`config.mk`:
```
export PLATFORM = sky130hd
export DESIGN_NAME = cpu_clk_ctrl
export DESIGN_NICKNAME = d
export VERILOG_FILES = /design/src/rtl/cpu_clk_pkg.sv /design/src/rtl/btn_debounce.sv /design/src/rtl/cpu_clk_ctrl.sv
export SDC_FILE = /design/constraint.sdc
export NUM_CORES = 1
export LEC_CHECK = 0
export ABC_AREA = 1
export CAP_MARGIN = 15
export CORE_ASPECT_RATIO = 0.8
export CORE_MARGIN = 3
export CORE_UTILIZATION = 60
export CTS_BUF_LIST = sky130_fd_sc_hd__clkbuf_4
export CTS_CLUSTER_SIZE = 24
export DETAILED_ROUTE_END_ITERATION = 8
export PLACE_DENSITY = 0.82
export SLEW_MARGIN = 20
export SYNTH_ARGS = -nofsm -noshare
export SYNTH_HDL_FRONTEND = slang
export SYNTH_HIERARCHICAL = 1
export SYNTH_SLANG_ARGS = --single-unit
```
`constraint.sdc`:
```
create_clock -name clk -period 4.1 [get_ports clk]
set_input_delay 0.82 -clock clk [delete_from_list [all_inputs] [get_ports clk]]
set_output_delay 0.82 -clock clk [all_outputs]
set_load 0.005 [all_outputs]
```
`src/rtl/cpu_clk_pkg.sv`:
```
// Shared encodings for the CPU clock-enable sequencer.
package cpu_clk_pkg;

  // FSM state; the numeric values are visible on the state output.
  typedef enum logic [1:0] {
    ST_IDLE  = 2'b00,
    ST_RUN   = 2'b01,
    ST_STEP  = 2'b10,
    ST_BURST = 2'b11
  } state_t;

  // mode_sel values; a non-NONE mode maps one-to-one onto its state.
  localparam logic [1:0] MODE_NONE  = 2'b00;
  localparam logic [1:0] MODE_RUN   = 2'b01;
  localparam logic [1:0] MODE_STEP  = 2'b10;
  localparam logic [1:0] MODE_BURST = 2'b11;

endpackage

```
`src/rtl/btn_debounce.sv`:
```
// Push-button conditioner: 2-FF synchroniser, stability counter and
// rising-edge detector. The accepted level only flips after the
// synchronised input has differed from it for DEBOUNCE_CYCLES cycles.
module btn_debounce #(
  parameter int DEBOUNCE_CYCLES = 1000000
) (
  input  logic clk,
  input  logic reset,
  input  logic raw,
  output logic level,
  output logic rise_pulse
);

  localparam int DB_W = (DEBOUNCE_CYCLES > 1) ? $clog2(DEBOUNCE_CYCLES) : 1;
  localparam logic [DB_W-1:0] DB_LAST = DB_W'(DEBOUNCE_CYCLES - 1);
  localparam logic [DB_W-1:0] DB_ONE  = DB_W'(1);

  logic            sync_a;
  logic            sync_b;
  logic [DB_W-1:0] stable_cnt;

  // Bring the asynchronous button into the clk domain.
  always_ff @(posedge clk or posedge reset) begin
    if (reset) begin
      sync_a <= 1'b0;
      sync_b <= 1'b0;
    end else begin
      sync_a <= raw;
      sync_b <= sync_a;
    end
  end

  // Count consecutive cycles of disagreement; accept the new level when the run is long enough.
  always_ff @(posedge clk or posedge reset) begin
    if (reset) begin
      stable_cnt <= '0;
      level      <= 1'b0;
      rise_pulse <= 1'b0;
    end else begin
      rise_pulse <= 1'b0;
      if (sync_b == level) begin
        stable_cnt <= '0;
      end else if (stable_cnt == DB_LAST) begin
        stable_cnt <= '0;
        level      <= sync_b;
        rise_pulse <= sync_b;
      end else begin
        stable_cnt <= stable_cnt + DB_ONE;
      end
    end
  end

endmodule

```
`src/rtl/cpu_clk_ctrl.sv`:
```
// CPU clock-enable sequencer: HALT / RUN / STEP / BURST modes producing
// single-cycle cpu_ce pulses on the system clock.
module cpu_clk_ctrl
  import cpu_clk_pkg::*;
#(
  parameter int CNT_W           = 28,
  parameter int BURST_W         = 8,
  parameter int DEBOUNCE_CYCLES = 1000000,
  parameter int CE_CNT_W        = 16
) (
  input  logic                clk,
  input  logic                reset,
  input  logic [1:0]          mode_sel,
  input  logic                start,
  input  logic                stop,
  input  logic [CNT_W-1:0]    div_value,
  input  logic [BURST_W-1:0]  burst_len,
  input  logic                step_btn,
  input  logic                cpu_halt,
  output logic                cpu_ce,
  output logic [1:0]          state,
  output logic                burst_done,
  output logic [CE_CNT_W-1:0] ce_count
);

  localparam logic [CNT_W-1:0]    ONE    = CNT_W'(1);
  localparam logic [BURST_W-1:0]  B_ONE  = BURST_W'(1);

  state_t              cur_state, state_next;
  logic [CNT_W-1:0]    div_cnt, cnt_next;
  logic [CNT_W-1:0]    period, period_next;
  logic [BURST_W-1:0]  remaining, remaining_next;
  logic                ce_next, done_next;
  logic [CNT_W-1:0]    start_period;
  logic                pulse_due;
  logic                step_level, step_rise;

  btn_debounce #(.DEBOUNCE_CYCLES(DEBOUNCE_CYCLES)) u_step_db (
    .clk        (clk),
    .reset      (reset),
    .raw        (step_btn),
    .level      (step_level),
    .rise_pulse (step_rise)
  );

  // A period of 0 or 1 both mean "every cycle".
  assign start_period = (div_value <= ONE) ? ONE : div_value;
  assign pulse_due    = (div_cnt == period - ONE);
  assign state        = cur_state;

  // State, divider and registered outputs.
  always_ff @(posedge clk or posedge reset) begin
    if (reset) begin
      cur_state  <= ST_IDLE;
      div_cnt    <= '0;
      period     <= '0;
      remaining  <= '0;
      cpu_ce     <= 1'b0;
      burst_done <= 1'b0;
      ce_count   <= '0;
    end else begin
      cur_state  <= state_next;
      div_cnt    <= cnt_next;
      period     <= period_next;
      remaining  <= remaining_next;
      cpu_ce     <= ce_next;
      burst_done <= done_next;
      ce_count   <= ce_count + CE_CNT_W'(ce_next);
    end
  end

  // Next-state, divider and pulse decisions; stop/halt override everything.
  always_comb begin
    state_next     = cur_state;
    cnt_next       = div_cnt;
    period_next    = period;
    remaining_next = remaining;
    ce_next        = 1'b0;
    done_next      = 1'b0;
    if (stop || cpu_halt) begin
      state_next = ST_IDLE;
      cnt_next   = '0;
    end else begin
      case (cur_state)
        ST_IDLE: begin
          if (start && mode_sel != MODE_NONE) begin
            period_next    = start_period;
            remaining_next = burst_len;
            cnt_next       = '0;
            if (mode_sel == MODE_BURST && burst_len == '0) begin
              // Empty burst completes immediately without leaving IDLE.
              done_next = 1'b1;
            end else begin
              state_next = state_t'(mode_sel);
              // The start cycle is divider count 0, so the first pulse
              // lands exactly one period after start.
              if (mode_sel != MODE_STEP) begin
                if (start_period == ONE) begin
                  ce_next = 1'b1;
                  if (mode_sel == MODE_BURST) remaining_next = burst_len - B_ONE;
                end else begin
                  cnt_next = ONE;
                end
              end
            end
          end
        end
        ST_RUN: begin
          if (pulse_due) begin
            ce_next  = 1'b1;
            cnt_next = '0;
          end else begin
            cnt_next = div_cnt + ONE;
          end
        end
        ST_BURST: begin
          if (remaining == '0) begin
            done_next  = 1'b1;
            state_next = ST_IDLE;
            cnt_next   = '0;
          end else if (pulse_due) begin
            ce_next        = 1'b1;
            cnt_next       = '0;
            remaining_next = remaining - B_ONE;
          end else begin
            cnt_next = div_cnt + ONE;
          end
        end
        ST_STEP: begin
          // A rise is only honoured while the accepted level is high.
          ce_next = step_rise & step_level;
        end
        default: state_next = ST_IDLE;
      endcase
    end
  end

endmodule

```
==> qor.txt <==
GRT Resource Usage Total = 24.5%
Ys flop type = dfrtp_1
Fin crit share = 91.1%
Post-DP Area = 0.00818 mm²
Non-filler cells, final = 1217
Worst Hold Slack = 0.361 ns
CTS clk-pin slew, worst paths = 0.19 ns
Post-Syn Instances = 998
Yosys warns = 6
Maxcap violations = 0
CP Launch Type = flip-flop
CTS buffer count = 9
Final max-slew violation count = 0
Final setup margin = 0.366 ns
Clk_skew = 0.0309 ns
Worst-margin pin slew = 0.888 ns
Status = complete, no violations
Initial Util = 62.8%
Register area share after synthesis = 36.6%
Global route overflow = 0
IO Count = 64
Die area = 0.0137 mm²
Critical Path AT = 4.16 ns
Final hold viol count = 0
Setup violators final = 0
Relative slew slack = 40.7%
Initial drt markers = 450
Synth Area per Inst = 7.41 µm²
Fin area = 0.00837 mm²
Async SR Flop Fraction = 100%
Utilization after layout = 71.1%
Post-place setup slack = -0.118 ns
TritonRoute pass-1 iters = 5
Critical Path Sink Type = flip-flop
Drt wl/cell = 13.4 µm
Fillers = 998
Inst Count DP = 1200
Setup Crit Path Kind = flip-flop to flip-flop
Area grow syn2layout = 13.3%
Worst-skew pair later-pin latency = 0.49 ns
Vias in the first global route = 6012
Ant diodes = 0
Syn_nets = 1054
Number of H-tree levels = 3
Static Leak = 3.79 nW
Share of cells above drive strength 1 = 10.1%
Final setup TNS = 0 ns
Post-synthesis cell type count = 43
Post-detail-place hpwl = 12.5 mm
Hold Buf Count CTS = 0
Rows = 35
Root Buffer = clkbuf_4
Synthesized flop and latch total = 108
Peak VDD IR = 0.227 mV
Final WL = 16.3 mm
Vias = 6506
Core box area = 0.0118 mm²
Synth Cell Area = 0.00739 mm²
Cell Pwr Density = 330 mW/mm²
Largest net degree at the start of global routing = 47
Initial antenna violation count = 0
# nets final = 1120
Number of port buffers = 63
Min Tclk post-route = 3.73 ns
Max Root-Sink Buffers = 2
CTS tree = built
Fmax = 268 MHz
Post-layout power = 2.77 mW
Clk sink count = 108
Global placement routability congestion = 0.948
Via density = 5.35
Die height = 105 µm
# DRC = 0
Worst EP required = 4.53 ns
Critical-path maximum fanout = 8
ANT nets after route = 0
First-pass GRT wire length = 27.6 mm
Number of flops mapped to enable cells by yosys = 0
Worst hold path class = flip-flop to flip-flop
Die width = 130 µm
## worst max-delay path: stages, from the launching register on
cell	delay [ns]
dfrtp_1	0.43
inv_2	0.11
ha_2	0.23
nand2_2	0.12
nor2_8	0.18
nand3_2	0.12
nor2_1	0.10
nor2_1	0.05
nor2_1	0.10
nand3_1	0.13
nor2_4	0.16
nand4_1	0.10
nand2_1	0.07
nand2_1	0.04
nand2_1	0.12
ha_1	0.19
ha_1	0.19
nand3_1	0.15
nor3_2	0.28
nand3_1	0.16
nor3b_2	0.27
nand3_2	0.12
nor2_2	0.12
xor2_1	0.17
## routing by layer
metal,up-vias,share of wire [%],GRT usage [%]
met2,181,46,38.4
met5,-,0,0
met4,0,0.96,5.27
met3,17,5.5,4.10
met1,2969,48,35.8
li1,3339,-,-
## power breakdown
part | switching [mW] | internal [mW] | total (mW) | leakage (nW)
combinational | 0.518 | 0.336 | 0.854 | 2.28
clock | 0.380 | 0.196 | 0.576 | 0.0792
sequential | 0.159 | 1.18 | 1.34 | 1.43
total | 1.06 | 1.71 | 2.77 | 3.79
## cells in the final DEF (no fill, tap or decap), drive strengths merged, types with 3 or more instances in the layout
master / Yosys / final
nand2: 268 / 268
nor2: 146 / 146
inv: 125 / 128
dfrtp: 108 / 108
nand3: 69 / 69
xor2: 66 / 66
clkdlybuf4s50: 0 / 63
o21ai: 53 / 53
nor3: 29 / 29
nand4: 21 / 21
o22ai: 19 / 19
xnor2: 14 / 14
nor4: 12 / 12
ha: 12 / 12
a21oi: 10 / 10
clkbuf: 9 / 9
nand3b: 9 / 9
buf: 5 / 6
clkinv: 4 / 6
nor3b: 4 / 4
and2: 3 / 3
o21bai: 3 / 3
a31oi: 3 / 3
## flip-flops by register name, summed over array words and instances, names as in the netlist, 2 cells and up
| signal | cells |
|---|---|
| u_step_db/stable_cnt | 20 |
| div_cnt | 28 |
| remaining | 8 |
| period | 28 |
| ce_count | 16 |
| state | 2 |
## timing repair
action,in CTS,in global routing
resized for setup,0,10
setup buffers,0,1
setup endpoints to repair,0,6
## cell type report
type	count	area, µm²	share of cell area, %
well taps	148	185	2.21
inverters	129	485	5.80
multi-input cells	747	4160	49.7
clock inverters	7	80.1	0.956
flip-flops and latches	108	2700	32.3
repair buffers	69	688	8.22
clock buffers	9	67.6	0.807
## path summary, 6_finish.rpt
kind                                                  from                         end  slack [ns]  cells after the start
worst min-delay path            u_step_db/sync_a$_DFF_PP0_  u_step_db/sync_b$_DFF_PP0_        0.36                      0
max in group asynchronous                            reset     div_cnt[23]$_DFFE_PP0P_        2.67                      3
worst max-delay path                 period[0]$_DFFE_PP0P_      ce_count[14]$_DFF_PP0_        0.37                     23
worst max register to register       period[0]$_DFFE_PP0P_      ce_count[14]$_DFF_PP0_        0.37                     23
worst min register to register  u_step_db/sync_a$_DFF_PP0_  u_step_db/sync_b$_DFF_PP0_        0.36                      0
min in group asynchronous                            reset        burst_done$_DFF_PP0_        0.75                      2
## kinds of logic after synthesis
kind of cell | count (synthesis) | synth area share, %
DFF | 108 | 36.6
and+or+nand+nor | 563 | 35.6
xor gates and xnor gates | 80 | 9.58
AOI/OAI and AO/OA | 92 | 8.51
adders and majority gates | 12 | 2.03
buffers and inverters | 143 | 7.77
## cells in the mapped netlist, types with 4 or more instances
cell	n	area share, %
inv_1	121	6.1
clkbuf_1	8	0.41
clkinv_1	4	0.20
nor2_1	123	6.2
nand3b_1	8	0.81
a21oi_1	10	0.68
o22ai_2	19	3.2
nor3_1	27	1.8
xor2_1	65	7.7
nor2_2	16	1.4
nor2_4	6	0.91
xnor2_1	14	1.7
o21ai_0	46	3.1
nand3_1	64	4.3
nor4_1	11	0.93
nand2_4	4	0.61
ha_1	12	2.0
dfrtp_1	108	37
inv_2	4	0.20
o21ai_1	6	0.41
nand4_1	21	1.8
nand2_2	12	1.0
nand2_1	252	13
No activity file was read; power rests on OpenSTA's default activity.
